`src/rtl/bus_arbiter_if.sv`:
```
// bus_arbiter_if: core-array and RAM-side signals of the shared-RAM arbiter.
//   master modport : arbiter side (drives grant/done/read data and the RAM port)
//   slave modport  : core array / RAM side
//   core_lock exists only when BUS_ARBITER_LOCK_EN is defined.
interface bus_arbiter_if #(
    parameter int unsigned N_CORES = 2,
    parameter int unsigned DW      = 8,
    parameter int unsigned AW      = 8
);
    logic [N_CORES-1:0]    core_request;
    logic [N_CORES-1:0]    core_rw;
    logic [N_CORES*AW-1:0] core_address;
    logic [N_CORES*DW-1:0] core_data_in;
    logic [N_CORES-1:0]    core_grant;
    logic [N_CORES-1:0]    core_done;
    logic [DW-1:0]         core_data_out;
    logic [AW-1:0]         RAM_address;
    logic [DW-1:0]         RAM_data_in;
    logic [DW-1:0]         RAM_data_out;
    logic                  RAM_en;
    logic                  rw;
`ifdef BUS_ARBITER_LOCK_EN
    logic [N_CORES-1:0]    core_lock;
`endif

    modport master (
`ifdef BUS_ARBITER_LOCK_EN
        input  core_lock,
`endif
        input  core_request, core_rw, core_address, core_data_in, RAM_data_out,
        output core_grant, core_done, core_data_out,
        output RAM_address, RAM_data_in, RAM_en, rw
    );

    modport slave (
`ifdef BUS_ARBITER_LOCK_EN
        output core_lock,
`endif
        output core_request, core_rw, core_address, core_data_in, RAM_data_out,
        input  core_grant, core_done, core_data_out,
        input  RAM_address, RAM_data_in, RAM_en, rw
    );
endinterface

```
`src/rtl/bus_arbiter.sv`:
```
// bus_arbiter: round-robin N-core arbiter in front of a single-port,
// fixed-latency RAM. One access per grant: IDLE -> ACCESS -> WAIT x RAM_LATENCY
// -> DONE. Read data is returned on the shared core_data_out with a one-cycle
// core_done pulse on the winner.
// Ports:
//   clk   : rising-edge clock
//   reset : asynchronous active-low reset
//   bus   : bus_arbiter_if.master (core requests/grants/done, RAM port)
// Option: BUS_ARBITER_LOCK_EN adds core_lock; a locked winner re-enters ACCESS
// straight from DONE without re-arbitration (read-modify-write atomicity).
module bus_arbiter #(
    parameter int unsigned N_CORES     = 2,
    parameter int unsigned DW          = 8,
    parameter int unsigned AW          = 8,
    parameter int unsigned RAM_LATENCY = 1
) (
    input  logic          clk,
    input  logic          reset,
    bus_arbiter_if.master bus
);
    localparam int unsigned IW = $clog2(N_CORES);
    localparam int unsigned CW = $clog2(RAM_LATENCY + 1);

    typedef enum logic [1:0] {S_IDLE, S_ACCESS, S_WAIT, S_DONE} state_e;

    state_e             state_q, state_d;
    logic [IW-1:0]      last_q, last_d;
    logic [IW-1:0]      winner_q, winner_d;
    logic [CW-1:0]      cnt_q, cnt_d;
    logic [N_CORES-1:0] grant_q, grant_d;
    logic [N_CORES-1:0] done_q, done_d;
    logic [DW-1:0]      dout_q, dout_d;
    // RAM-side registers double as the latched request; they hold outside ACCESS.
    logic [AW-1:0]      ram_addr_q, ram_addr_d;
    logic [DW-1:0]      ram_wdata_q, ram_wdata_d;
    logic               rw_q, rw_d;
    logic               ram_en_q, ram_en_d;

    logic               pick_vld;
    logic [IW-1:0]      pick;
    logic [IW-1:0]      idx;
    logic [IW-1:0]      sel;
    logic [AW-1:0]      sel_addr;
    logic [DW-1:0]      sel_wdata;
    logic               sel_rw;
    logic               load;

    // Round-robin pick: first requester searching upward from last+1.
    always_comb begin
        pick_vld = 1'b0;
        pick     = last_q;
        idx      = last_q;
        for (int unsigned k = 1; k <= N_CORES; k++) begin
            idx = IW'((32'(last_q) + k) % N_CORES);
            if (!pick_vld && bus.core_request[idx]) begin
                pick_vld = 1'b1;
                pick     = idx;
            end
        end
    end

    // Source of the fields to latch: new winner in IDLE, current winner on a locked DONE.
    always_comb begin
        sel       = (state_q == S_DONE) ? winner_q : pick;
        sel_addr  = '0;
        sel_wdata = '0;
        sel_rw    = 1'b0;
        for (int unsigned i = 0; i < N_CORES; i++) begin
            if (IW'(i) == sel) begin
                sel_addr  = bus.core_address[i*AW +: AW];
                sel_wdata = bus.core_data_in[i*DW +: DW];
                sel_rw    = bus.core_rw[i];
            end
        end
    end

    // Next-state and registered-output logic.
    always_comb begin
        state_d     = state_q;
        last_d      = last_q;
        winner_d    = winner_q;
        cnt_d       = cnt_q;
        grant_d     = grant_q;
        done_d      = '0;
        dout_d      = dout_q;
        ram_addr_d  = ram_addr_q;
        ram_wdata_d = ram_wdata_q;
        rw_d        = rw_q;
        ram_en_d    = 1'b0;
        load        = 1'b0;

        case (state_q)
            S_IDLE: begin
                if (pick_vld) begin
                    winner_d       = pick;
                    last_d         = pick;
                    grant_d        = '0;
                    grant_d[pick]  = 1'b1;
                    load           = 1'b1;
                    state_d        = S_ACCESS;
                end
            end
            S_ACCESS: begin
                cnt_d   = CW'(RAM_LATENCY);
                state_d = S_WAIT;
            end
            S_WAIT: begin
                if (cnt_q == CW'(1)) begin
                    if (rw_q) begin
                        dout_d = bus.RAM_data_out;
                    end
                    done_d[winner_q] = 1'b1;
                    state_d          = S_DONE;
                end else begin
                    cnt_d = cnt_q - CW'(1);
                end
            end
            S_DONE: begin
                grant_d = '0;
                state_d = S_IDLE;
`ifdef BUS_ARBITER_LOCK_EN
                if (bus.core_lock[winner_q] && bus.core_request[winner_q]) begin
                    grant_d = grant_q;
                    load    = 1'b1;
                    state_d = S_ACCESS;
                end
`endif
            end
            default: state_d = S_IDLE;
        endcase

        if (load) begin
            ram_addr_d  = sel_addr;
            ram_wdata_d = sel_wdata;
            rw_d        = sel_rw;
            ram_en_d    = 1'b1;
        end
    end

    // State and output registers.
    always_ff @(posedge clk or negedge reset) begin
        if (!reset) begin
            state_q     <= S_IDLE;
            last_q      <= IW'(N_CORES - 1);
            winner_q    <= '0;
            cnt_q       <= '0;
            grant_q     <= '0;
            done_q      <= '0;
            dout_q      <= '0;
            ram_addr_q  <= '0;
            ram_wdata_q <= '0;
            rw_q        <= 1'b0;
            ram_en_q    <= 1'b0;
        end else begin
            state_q     <= state_d;
            last_q      <= last_d;
            winner_q    <= winner_d;
            cnt_q       <= cnt_d;
            grant_q     <= grant_d;
            done_q      <= done_d;
            dout_q      <= dout_d;
            ram_addr_q  <= ram_addr_d;
            ram_wdata_q <= ram_wdata_d;
            rw_q        <= rw_d;
            ram_en_q    <= ram_en_d;
        end
    end

    assign bus.core_grant    = grant_q;
    assign bus.core_done     = done_q;
    assign bus.core_data_out = dout_q;
    assign bus.RAM_address   = ram_addr_q;
    assign bus.RAM_data_in   = ram_wdata_q;
    assign bus.RAM_en        = ram_en_q;
    assign bus.rw            = rw_q;
endmodule
```
`src/flat_wrapper.sv`:
```
// flat-port wrapper written by rule: the top's interface ports become plain ports
module bus_arbiter_flat 
#(
    parameter int unsigned N_CORES     = 2,
    parameter int unsigned DW          = 8,
    parameter int unsigned AW          = 8,
    parameter int unsigned RAM_LATENCY = 1
)
  (clk, reset, bus_core_request, bus_core_rw, bus_core_address, bus_core_data_in, bus_RAM_data_out, bus_core_grant, bus_core_done, bus_core_data_out, bus_RAM_address, bus_RAM_data_in, bus_RAM_en, bus_rw);
  bus_arbiter_if #(.N_CORES(N_CORES), .DW(DW), .AW(AW)) bus_i ();
  input  logic clk;
  input  logic reset;
  input wire logic [$bits(bus_i.core_request)-1:0] bus_core_request;
  input wire logic [$bits(bus_i.core_rw)-1:0] bus_core_rw;
  input wire logic [$bits(bus_i.core_address)-1:0] bus_core_address;
  input wire logic [$bits(bus_i.core_data_in)-1:0] bus_core_data_in;
  input wire logic [$bits(bus_i.RAM_data_out)-1:0] bus_RAM_data_out;
  output wire logic [$bits(bus_i.core_grant)-1:0] bus_core_grant;
  output wire logic [$bits(bus_i.core_done)-1:0] bus_core_done;
  output wire logic [$bits(bus_i.core_data_out)-1:0] bus_core_data_out;
  output wire logic [$bits(bus_i.RAM_address)-1:0] bus_RAM_address;
  output wire logic [$bits(bus_i.RAM_data_in)-1:0] bus_RAM_data_in;
  output wire logic [$bits(bus_i.RAM_en)-1:0] bus_RAM_en;
  output wire logic [$bits(bus_i.rw)-1:0] bus_rw;
  assign bus_i.core_request = bus_core_request;
  assign bus_i.core_rw = bus_core_rw;
  assign bus_i.core_address = bus_core_address;
  assign bus_i.core_data_in = bus_core_data_in;
  assign bus_i.RAM_data_out = bus_RAM_data_out;
  assign bus_core_grant = bus_i.core_grant;
  assign bus_core_done = bus_i.core_done;
  assign bus_core_data_out = bus_i.core_data_out;
  assign bus_RAM_address = bus_i.RAM_address;
  assign bus_RAM_data_in = bus_i.RAM_data_in;
  assign bus_RAM_en = bus_i.RAM_en;
  assign bus_rw = bus_i.rw;
  bus_arbiter #(.N_CORES(N_CORES), .DW(DW), .AW(AW), .RAM_LATENCY(RAM_LATENCY)) u_core (.clk(clk), .reset(reset), .bus(bus_i));
endmodule
```
`config.mk`:
```
export PLATFORM = sky130hd
export DESIGN_NAME = bus_arbiter_flat
export DESIGN_NICKNAME = d
export VERILOG_FILES = /design/src/rtl/bus_arbiter_if.sv /design/src/rtl/bus_arbiter.sv /design/src/flat_wrapper.sv
export SDC_FILE = /design/constraint.sdc
export NUM_CORES = 1
export LEC_CHECK = 0
export CORE_MARGIN = 2
export CORE_UTILIZATION = 43
export CTS_CLUSTER_DIAMETER = 100
export DETAILED_ROUTE_END_ITERATION = 10
export PLACE_DENSITY = 0.84
export SKIP_LAST_GASP = 1
export SYNTH_ARGS = -nofsm -noshare
export SYNTH_HDL_FRONTEND = slang
export SYNTH_SLANG_ARGS = --single-unit
```
`constraint.sdc`:
```
create_clock -name clk -period 2.3 [get_ports clk]
set_input_delay 0.575 -clock clk [delete_from_list [all_inputs] [get_ports clk]]
set_output_delay 0.575 -clock clk [all_outputs]
set_load 0.05 [all_outputs]
```
==> impl_summary.md, run 1 <==
Synthesis
The number of nets handed over by synthesis was 206. The number of warnings reported in the yosys synthesis log is 0. The post-synthesis register bit count is 35. The post-synthesis async set-or-reset flop share is 100%. For this run, the register share of the synthesized area comes to 55.9%. The count of mapped cells out of synthesis is 156. The primary flip-flop cell chosen by synthesis mapping is sky130_fd_sc_hd__dfrtp_1. Yosys mapped a number of flops with a built-in enable equal to 0. The post-synthesis cell area is 1570 sq um.

In this run the mean area of a mapped cell was 10.1 sq um. The number of distinct library cells after synthesis is 26.

Timing
The number of setup violations in the final report is 0. The worst hold margin is 0.511 ns. The portion of the clock cycle consumed by the worst path in the final layout is 92.4%.

On the final layout, the worst clock skew is 0.00544 ns. The final period demand of the worst path is 2.13 ns. Setup repair after global routing left no endpoint under its margin. The number of max-slew violations in the final report was 0. The number of endpoints with negative hold slack in the final report is 0.

Setup total negative slack on the finished layout was measured at 0 ns. The worst pin sits at a relative slew slack of 64.5%. The actual transition at the worst max-transition pin is 0.531 ns. The highest attainable clock frequency is 471 MHz.

Detailed routing
After detailed routing, the total wire length is 3660 microns. Once detail routing completed, the nets flagged for antenna violations numbered 0. The count of routing violations after the opening detailed-route iteration is 92. The routed length on met2 is 1800 microns. The via count is 1378. For this block, wires on met1 add up to 1550 microns. The length of routed met3 wiring is 203 microns. In the routed layout, each cell is associated on average with a via count of 4.87. The number of optimization iterations in the first detailed-route pass is 4.

For this run, design rule violations remaining after detail routing come to 0. Dividing the detail-routed wire length by the instance count gives 12.9 microns. The highest metal layer with signal wires is met4.

Critical path
Measured in cells, the most critical reg-to-reg path has a length of 6. The peak per-stage delay on the critical path is 0.82 ns. The critical path goes through clkdlybuf4s50_1. In this run the number of cells on the critical path is 1.

The critical path required time is 1.73 ns. The nature of the critical path startpoint is a flop. The critical path capture point type is an output pin. The arrival time at the worst endpoint is 1.55 ns.

The classification of the worst setup path is flop to output pin. The slowest stage of the critical path belongs to the cell sky130_fd_sc_hd__clkdlybuf4s50_1. The number of buffers and inverters on the critical path is 1. Broken down by cell family, the worst path's largest delay share belongs to buffers and inverters. In this run the worst path has a maximum fanout of 3.

Floorplan
The die covers 4150 sq um. The standard-cell row count is 21. In this run the vertical extent of the chip is 64.4 microns. The core region is 3420 sq um. Once the floorplan was initialized, standard cells occupied 46.0% of the core. From left edge to right edge, the die measures 64.4 microns. 76 I/O pins were placed.

Clocking
The cell at the root of the clock tree is sky130_fd_sc_hd__clkbuf_4. TritonCTS built the clock tree. The number of buffers inserted for hold repair after clock tree synthesis is 0.

In this run the number of H-tree levels came out at 2. Clock tree synthesis found a total of 35 sinks. Buffers added to address setup during post-CTS repair amount to 0. The number of gates resized after CTS is 0. Clock-pin slew was measured on the worst setup and hold paths at 0.10 ns. Counting the buffers created by CTS gives 5.

The number of buffers on the longest clock path is 2. The later-pin clock latency in the skew report is 0.33 ns.

Power and ir drop
IR analysis of the VDD net gives a maximum drop of 0.816 mV. The share of total power in combinational logic is 64.2%. The clock network is responsible for 8.1% of the overall power. The power density over the cells is 1610 nW/um^2. The sequential share of power is 27.7%.

The analysis attributes to net switching a power of 0.00194 W. The leakage power of the design is 1.04 nW. In this run switching power makes up 49.8% of total power. The internal power of the cells totals 0.00196 W.

Global routing
The first-pass GRT wire length is 5660 microns. The number of global-route vias before repair was 1237. Global routing used 18.1% of the available tracks. The sum of overflow across all layers after global routing is 0. The initial antenna violation count is 0. Entering global routing, the biggest net connects 36 pins.

Placed design
The count of input and output buffers is 75. The detailed placement HPWL is 2730 microns. The weighted congestion reported at the end of routability-driven placement is 0.827.

Cells and area
In the final design database the tool counted 286 nets. The diode insertion count for antenna repair is 0. Of the cells placed in the final design, the portion with a size suffix greater than 1 is 10.5%.

Relative to the synthesized area, the layout overhead comes to 54.3%.

Hold path
The worst hold path cell count is 1. The class of the worst hold path is flop to flop.

Run status
The run finished with clean final reports.

Run
The number of max-capacitance violations reported is 0.
[metal layers]
layer	vias up	global-route usage, %
li1	688	-
met3	11	5.03
met4	0	10.4
met2	51	28.0
met5	-	0
met1	628	22.9
[cell usage after synthesis (all sizes together), types with 2 or more instances]
cell,number,area (sq um)
dfrtp,34,851
ha,4,50.1
inv,5,18.8
a31oi,17,106
nand3,2,10.0
buf,5,43.8
mux2,9,101
a21oi,3,15.0
nor2,22,85.1
nand2,41,154
[state kept, by name, summed over array words and instances, names as in the netlist]
register / count
u_core.bus.RAM_address: 8
u_core.bus.RAM_data_in: 8
u_core.bus.RAM_en: 1
u_core.bus.core_data_out: 8
u_core.bus.core_done: 2
u_core.bus.core_grant: 2
u_core.bus.rw: 1
u_core.cnt_q: 1
u_core.last_q: 1
u_core.state_q: 2
u_core.winner_q: 1
[area by class of cell]
class	count	area, sq um
Tap cell	46	57.6
Timing Repair Buffer	79	793
Fill cell	270	992
Clock buffer	7	45.0
Inverter	5	18.8
Multi-Input combinational cell	110	627
Clock inverter	1	5.00
Sequential cell	35	877
[through the flow]
step	util, %	instance area [sq um]	power (W)	setup WS (ns)	cells
floorplan	-	1570	0.00285	0.757	156
global placement	69.5	2370	0.00357	0.229	275
detailed placement	69.5	2370	0.00362	0.183	275
CTS	71.0	2420	0.00393	0.157	283
global route	71.0	2420	0.00413	0.106	283
finish	71.0	2420	0.00390	0.175	283
[worst register-to-register path: cells and delay by family, from the launching register on]
family                     cells  cell delay, ns
adders and majority gates      1            0.27
and+or+nand+nor                1            0.07
muxes                          1            0.37
DFF                            1            0.43
AOI/OAI and AO/OA              1            0.24
buffers and inverters          2            0.21
[kinds of logic (layout without fill, tap and decap cells)]
family	count (synthesis)	after routing	synth area share (%)
compound gates	27	27	12.1
mux	10	10	7.09
simple gates	69	69	17.5
flops	35	35	55.9
fa+ha+maj	4	4	3.19
buf+inv	11	92	4.22
[worst paths after layout]
| kind | from | endpoint | slack, ns |
|---|---|---|---|
| setup / recovery | u_core.bus.rw | bus_rw | 0.17 |
| hold / removal | u_core.winner_q | u_core.bus.core_done[0] | 0.51 |
| setup reg to reg | u_core.state_q[1] | u_core.state_q[1] | 0.60 |
| hold reg to reg | u_core.winner_q | u_core.bus.core_done[0] | 0.51 |
| max in group asynchronous | reset | u_core.last_q | 1.33 |
| min in group asynchronous | reset | u_core.bus.RAM_data_in[1] | 0.63 |
[layout by cell type (no fill, tap or decap), drive strengths merged, types with 2 or more instances in the layout]
cell           instances
clkdlybuf4s50         75
nand2                 41
dfrtp                 34
nor2                  22
a31oi                 17
mux2                   9
clkbuf                 7
inv                    5
ha                     4
buf                    4
a21oi                  3
nand3                  2
[power by group through the flow]
stage	clock, W	sequential [W]	combinational (W)
detailed placement	0	0.00109	0.00252
floorplan	0	0.00198	0.000870
global route	0.000371	0.00112	0.00264
global placement	0	0.00109	0.00248
CTS	0.000330	0.00108	0.00252
finish	0.000317	0.00108	0.00250
Note: power is estimated with default switching activity, not from simulation.
==> inputs of run 2 (changes only) <==
--- a/config.mk
+++ b/config.mk
@@ -5,6 +5,7 @@
 export SDC_FILE = /design/constraint.sdc
 export NUM_CORES = 1
 export LEC_CHECK = 0
+export CAP_MARGIN = 20
 export CORE_MARGIN = 2
 export CORE_UTILIZATION = 43
 export CTS_CLUSTER_DIAMETER = 100
==> constraint.sdc (replaced) <==
create_clock -name clk -period 2.7 [get_ports clk]
set_input_delay 0.675 -clock clk [delete_from_list [all_inputs] [get_ports clk]]
set_output_delay 0.675 -clock clk [all_outputs]
set_load 0.05 [all_outputs]
==> run 2 against run 1 <==
Compared with the run above: worst setup slack better by 0.30 ns; routed wire length down 4.0%; clock power down 14%; count of clock-buffer cells in the layout down 1; highest routed layer unchanged.
==> impl_summary.md, run 2 (synthesized netlist as in run 1, its figures left out) <==
Timing
Static timing analysis puts the maximum clock frequency at 450 MHz. The sum of negative setup slack is 0 ns (unchanged). The smallest clock period supported by the final layout is computed as 2.22 ns.

Setup repair after global routing left no endpoint under its margin. The number of endpoints with negative hold slack in the final report is 0 (unchanged). The portion of the clock cycle consumed by the worst path in the final layout is 82.3%. The actual transition at the worst max-transition pin is 0.522 ns (-0.00808 ns).

The final worst clock skew came to 0.0103 ns (+0.00485 ns). The number of setup violations in the final report came to 0 (unchanged). The number of max-slew violations in the final report is 0 (unchanged). The max-slew headroom at the worst pin is 65.1% (+0.54 points).

Power and ir drop
The leakage power of the design is 1.04 nW (-0.38%). The sequential share of power came to 27.9% (+0.2 points). The power density over the cells is 1370 nW/um^2 (-15%). The part of the total power dissipated in the clock network was 8.3% (+0.2 points). The net switching power of the design is 0.00163 W (-16%).

The share of total power in combinational logic is 63.8% (-0.4 points). The largest voltage drop on the vdd net is 0.672 mV (-18%). The switching power as a share of total power is 49.5% (-0.33 points). The sum of internal, switching and leakage power is 0.00330 W (-15%).

The internal power contribution is 0.00167 W (-15%).

Critical path
The critical path ends at bus_rw. The worst setup path is of the flop to output pin kind. The peak per-stage delay on the critical path is 0.82 ns (about the same). The most critical setup path has its startpoint at u_core.bus.rw. The arrival time at the worst endpoint is 1.55 ns (about the same). The slowest cell on the critical path is sky130_fd_sc_hd__clkdlybuf4s50_1. The worst-path maximum fanout is 3 (unchanged). The startpoint of the worst register-to-register path is u_core.state_q[0].

In this run the critical register-to-register path is captured at u_core.state_q[1]. The number of buffers and inverters on the critical path was 1 (unchanged). The critical path required time was 2.03 ns (+0.30 ns).

Traced cell by cell, the critical path runs through clkdlybuf4s50_1. The slack of the worst reg-to-reg path is 0.94 ns (+0.34 ns). The critical path capture point type is an output pin.

The family with the most delay on the worst path is buffers and inverters. The count of cells along the worst register-to-register path is 6 (unchanged). The path length in cells of the critical path came to 1 (unchanged). The worst setup path is launched from a flop.

Detailed routing
The routed length per placed instance came to 12.5 microns (-3.3%). The count of routing violations after the opening detailed-route iteration is 52 (-43%). The post-route DRC violation count came to 0 (unchanged). The via count is 1379 (+0.073%).

The number of optimization iterations in the first detailed-route pass is 4 (unchanged). The remaining antenna violation count came to 0 (unchanged). The via density per instance is 4.91 (+0.78%). The final wirelength was 3520 microns (-4.0%).

Cells and area
Leaving out fill and tap cells, the most frequent cells in the layout are sky130_fd_sc_hd__clkdlybuf4s50_1 (75), sky130_fd_sc_hd__nand2_1 (41), sky130_fd_sc_hd__dfrtp_1 (34), sky130_fd_sc_hd__nor2_1 (21), sky130_fd_sc_hd__a31oi_1 (17). The utilization after layout is 70.5% (-0.40 points). The diode insertion count for antenna repair came to 0 (unchanged). The number of fill cells was 266 (-1.5%). Leaving out fill and tap cells, the most frequent cell in the layout is sky130_fd_sc_hd__clkdlybuf4s50_1. The fraction of layout cells with a size suffix above 1 is 10.6% (+0.090 points). The net total in the final layout is 285 (-0.35%). From synthesis to final layout, the design area changed by 53.5%. The number of standard cells in the final layout excluding fillers is 281 (-0.71%).

Clocking
The number of buffers on the longest clock path is 2 (unchanged). The tree is rooted in a sky130_fd_sc_hd__clkbuf_4. The clock sink count was 35 (unchanged). The later-pin clock latency in the skew report is 0.32 ns (about the same). The number of gates resized after CTS is 0 (unchanged). The clock-pin transition on the worst setup and hold timing paths came to 0.10 ns (about the same). The number of buffers inserted for hold repair after clock tree synthesis is 0 (unchanged). The setup fix buffers added after clock tree synthesis is 0 (unchanged). TritonCTS built the clock tree.

The TritonCTS buffer count is 5 (unchanged). The number of H-tree levels is 2 (unchanged).

Floorplan
The standard-cell row count was 21 (unchanged). The die area is 4150 sq um (unchanged). The number of placed I/O pins is 76 (unchanged).

The effective utilization at floorplan is 46.0% (unchanged). The floorplan die height was 64.4 microns (unchanged). The area of the placeable core was 3420 sq um (unchanged).

The overall die width is 64.4 microns (unchanged).

Placed design
The count of input and output buffers is 75 (unchanged). The number of instances in the placed design is 274 (-0.36%). The detailed placement HPWL came to 2620 microns (-4.0%). The weighted congestion reported at the end of routability-driven placement is 0.819 (-1.0%).

Hold path
The worst hold path cell count is 1 (unchanged). The class of the worst hold path is flop to flop.

Global routing
The number of global-route vias before repair is 1295 (+4.7%). The sum of overflow across all layers after global routing is 0 (unchanged). The pin count of the biggest net entering global routing is 36 (unchanged). The total global-route track usage is 18.2% (+0.061 points). The first-pass GRT wire length came to 5750 microns (+1.6%). The initial antenna violation count was 0 (unchanged).

Run
The number of max-capacitance violations reported was 0 (unchanged).

Run status
The flow ran to the end, and the final reports show no timing, DRC or antenna violations.
## run 2: changes by cell type in the layout (fill, tap and decap cells not counted), sizes merged
cell	change
buf	-1
clkbuf	-1
## run 2: metrics by stage
stage / instance area (sq um) / worst slack [ns] / hold slack [ns]
6_report: 2410 / 0.478 / 0.505
5_1_grt: 2410 / 0.426 / 0.527
4_1_cts: 2410 / 0.462 / 0.495
3_5_place_dp: 2350 / 0.468 / 0.480
3_3_place_gp: 2350 / 0.520 / 0.478
2_1_floorplan: 1570 / 1.06 / 0.379
## run 2: final cells by class
cell class / instances / area (sq um) / share of cell area [%]
well taps: 46 / 57.6 / 2.39
flip-flops and latches: 35 / 877 / 36.4
clock inverters: 1 / 5.00 / 0.208
repair buffers: 78 / 773 / 32.1
multi-input cells: 110 / 627 / 26.0
inverters: 5 / 18.8 / 0.779
clock buffers: 6 / 51.3 / 2.13
## run 2: how the worst min path moves through the flow
stage / start / end / slack (ns)
after floorplan: reset / u_core.bus.RAM_address[0] / 0.38
after global placement: u_core.winner_q / u_core.bus.core_done[0] / 0.48
after detailed placement: u_core.winner_q / u_core.bus.core_done[0] / 0.48
after CTS: u_core.winner_q / u_core.bus.core_done[0] / 0.49
after global routing: u_core.bus.core_data_out[2] / u_core.bus.core_data_out[2] / 0.53
final: u_core.winner_q / u_core.bus.core_done[0] / 0.50
## run 2: power groups by stage
| stage | sequential [W] | clock, W | combinational [W] |
|---|---|---|---|
| finish | 0.000921 | 0.000274 | 0.00210 |
| global route | 0.000953 | 0.000323 | 0.00223 |
| CTS | 0.000922 | 0.000288 | 0.00213 |
| detailed placement | 0.000931 | 0 | 0.00212 |
| global placement | 0.000926 | 0 | 0.00209 |
| floorplan | 0.00168 | 0 | 0.000741 |
## run 2: routing by layer
metal	GRT usage (%)	routed length, microns	up-vias	part of all wire (%)
met2	30.7	1820	49	52
met1	21.4	1400	640	40
met5	0	0	-	0
met4	9.84	80	0	2.3
met3	4.34	216	6	6.1
li1	-	-	684	-
==> inputs of run 3 (changes only) <==
--- a/config.mk
+++ b/config.mk
@@ -7,10 +7,10 @@
 export LEC_CHECK = 0
 export CAP_MARGIN = 20
 export CORE_MARGIN = 2
-export CORE_UTILIZATION = 43
+export CORE_UTILIZATION = 40
 export CTS_CLUSTER_DIAMETER = 100
 export DETAILED_ROUTE_END_ITERATION = 10
-export PLACE_DENSITY = 0.84
+export PLACE_DENSITY = 0.79
 export SKIP_LAST_GASP = 1
 export SYNTH_ARGS = -nofsm -noshare
 export SYNTH_HDL_FRONTEND = slang
==> constraint.sdc (replaced) <==
create_clock -name clk -period 2.3 [get_ports clk]
set_input_delay 0.575 -clock clk [delete_from_list [all_inputs] [get_ports clk]]
set_output_delay 0.575 -clock clk [all_outputs]
set_load 0.05 [all_outputs]
==> run 3 against run 2 <==
Compared with the run above: critical path depth stayed put; via count is 0.22% lower; sequential cell count stayed put; critical endpoint unchanged; highest routed layer unchanged.
==> impl_summary.md, run 3 (synthesized netlist as in run 1, its figures left out) <==
Run status
The flow ran to the end, and the final reports show no timing, DRC or antenna violations.

Critical path
The arrival time at the worst endpoint is 1.48 ns (-0.07 ns). The critical path required time is 1.73 ns (-0.30 ns). The endpoint identified for the worst register-to-register timing path is u_core.state_q[1]. The number of buffers and inverters on the critical path is 1 (unchanged). On the critical path, the stage with the largest delay is an instance of sky130_fd_sc_hd__clkdlybuf4s50_1. The worst-path maximum fanout is 3 (unchanged). The worst register-to-register path begins at u_core.state_q[0]. Traced cell by cell, the critical path runs through clkdlybuf4s50_1. The critical path capture point type is an output pin. The slack of the worst reg-to-reg path is 0.65 ns (-0.29 ns). The critical path is of the flop to output pin type. The peak per-stage delay on the critical path is 0.82 ns (about the same). Grouping stages by cell kind, the critical path spends the most delay in buffers and inverters. The nature of the critical path startpoint is a flop. The count of cells along the worst register-to-register path was 6 (unchanged).

Timing
The clock period could shrink to 2.05 ns. The number of endpoints with negative hold slack in the final report is 0 (unchanged). The number of setup violations in the final report is 0 (unchanged). The worst hold margin was 0.349 ns (-0.156 ns). The sum of negative setup slack is 0 ns (unchanged). The final worst clock skew was 0.00721 ns (-0.00308 ns). Of the available clock period, the critical path in the final layout requires 89.2%.

The number of max-slew violations in the final report was 0 (unchanged). The max-slew headroom at the worst pin is 50.2% (-15 points). The actual transition at the worst max-transition pin is 0.746 ns (+0.224 ns).

The highest attainable clock frequency is 488 MHz. Setup repair after global routing left no endpoint under its margin.

Power and ir drop
The net switching power of the design is 0.00196 W (+20%). The share of total power in combinational logic came to 61.8% (-2.0 points). The part of the total power dissipated in the clock network came to 11.7% (+3.4 points).

The power density over the cells is 1650 nW/um^2 (+20%). The sequential share of power is 26.5% (-1.4 points). The leakage power of the design came to 1.07 nW (+3.0%).

The switching power as a share of total power was 47.9% (-1.6 points). The internal power contribution is 0.00213 W (+28%). The largest voltage drop on the vdd net is 0.873 mV (+30%).

Floorplan
The standard-cell row count is 22 (+4.8%). The area of the placeable core is 3720 sq um (+8.8%). The overall die width came to 66.7 microns (+3.5%). The effective utilization at floorplan is 42.3% (-3.7 points).

The floorplan die height came to 66.7 microns (+3.5%). The die area is 4440 sq um (+7.0%). The number of placed I/O pins is 76 (unchanged).

Global routing
The total global-route track usage was 17.3% (-0.88 points). The pin count of the biggest net entering global routing is 36 (unchanged). The initial antenna violation count was 0 (unchanged). The number of global-route vias before repair is 1302 (+0.54%).

The first-pass GRT wire length came to 5720 microns (-0.59%). The sum of overflow across all layers after global routing is 0 (unchanged).

Detailed routing
The routed length per placed instance was 12.4 microns (-0.85%). The count of routing violations after the opening detailed-route iteration is 100 (+92%). The remaining antenna violation count is 0 (unchanged). The final wirelength is 3550 microns (+0.91%).

The via density per instance is 4.81 (-2.0%). The number of optimization iterations in the first detailed-route pass is 4 (unchanged). The via count is 1376 (-0.22%). The post-route DRC violation count was 0 (unchanged).

Clocking
The number of buffers on the longest clock path is 2 (unchanged). The clock-pin transition on the worst setup and hold timing paths is 0.07 ns (-0.03 ns). The cell at the root of the clock tree is sky130_fd_sc_hd__clkbuf_8. The TritonCTS buffer count is 5 (unchanged).

TritonCTS built the clock tree. The number of gates resized after CTS is 0 (unchanged). The number of buffers inserted for hold repair after clock tree synthesis is 0 (unchanged). The later-pin clock latency in the skew report is 0.28 ns (-0.04 ns). The number of H-tree levels is 2 (unchanged). The setup fix buffers added after clock tree synthesis was 0 (unchanged).

The clock sink count is 35 (unchanged).

Run
The number of max-capacitance violations reported is 0 (unchanged).

Cells and area
The top cell types in the final layout, fill and taps aside, are sky130_fd_sc_hd__clkdlybuf4s50_1 (74), sky130_fd_sc_hd__nand2_1 (41), sky130_fd_sc_hd__dfrtp_1 (34), sky130_fd_sc_hd__nor2_1 (21), sky130_fd_sc_hd__a31oi_1 (17). The net total in the final layout came to 287 (+0.70%). The number of fill cells is 316 (+19%). The diode insertion count for antenna repair is 0 (unchanged). Leaving out fill and tap cells, the most frequent cell in the layout is sky130_fd_sc_hd__clkdlybuf4s50_1. The fraction of layout cells with a size suffix above 1 came to 11.8% (+1.1 points). The growth of design area from synthesis to finish is 57.8%.

Hold path
The class of the worst hold path is primary input to asynchronous set/reset pin.

Placed design
The detailed placement HPWL is 2670 microns (+2.0%). The weighted congestion reported at the end of routability-driven placement came to 0.795 (-2.9%). The count of input and output buffers was 75 (unchanged).
-- run 3: final cells by class --
class / instances / area, sq um / area share, %
tap: 48 / 60.1 / 2.42
inverter: 5 / 18.8 / 0.757
multi-input combinational: 110 / 627 / 25.3
timing repair buffer: 80 / 796 / 32.1
clock buffer: 8 / 100 / 4.04
sequential: 35 / 877 / 35.4
-- run 3: how the worst max path moves through the flow --
stage | endpoint | startpoint | depth (start not counted)
floorplan | u_core.bus.RAM_address[2] | u_core.state_q[0] | 6
global placement | u_core.bus.RAM_data_in[0] | bus_core_request[1] | 5
detailed placement | u_core.bus.RAM_address[5] | bus_core_request[1] | 5
CTS | bus_rw | u_core.bus.rw | 1
global route | bus_rw | u_core.bus.rw | 1
finish | bus_rw | u_core.bus.rw | 1
-- run 3: power by group through the flow --
stage	Combinational [W]	Sequential, W	Clock, W
2_1_floorplan	0.000870	0.00198	0
3_3_place_gp	0.00252	0.00108	0
3_5_place_dp	0.00256	0.00110	0
4_1_cts	0.00256	0.00109	0.000489
5_1_grt	0.00270	0.00112	0.000528
6_report	0.00253	0.00108	0.000477
-- run 3: layer usage --
metal,GRT usage [%],part of all wire [%]
met1,20.2,40
met2,29.8,51
met3,4.39,7.2
met4,7.65,1.3
met5,0,0
-- run 3: metrics by stage --
step | setup slack, ns | power [W] | cell area, sq um | std cells | utilization, %
finish | 0.249 | 0.00409 | 2480 | 286 | 66.7
global route | 0.208 | 0.00435 | 2480 | 286 | 66.7
CTS | 0.236 | 0.00414 | 2480 | 286 | 66.7
detailed placement | 0.162 | 0.00365 | 2380 | 278 | 64.0
global placement | 0.228 | 0.00360 | 2380 | 278 | 64.0
floorplan | 0.757 | 0.00285 | 1570 | 156 | -
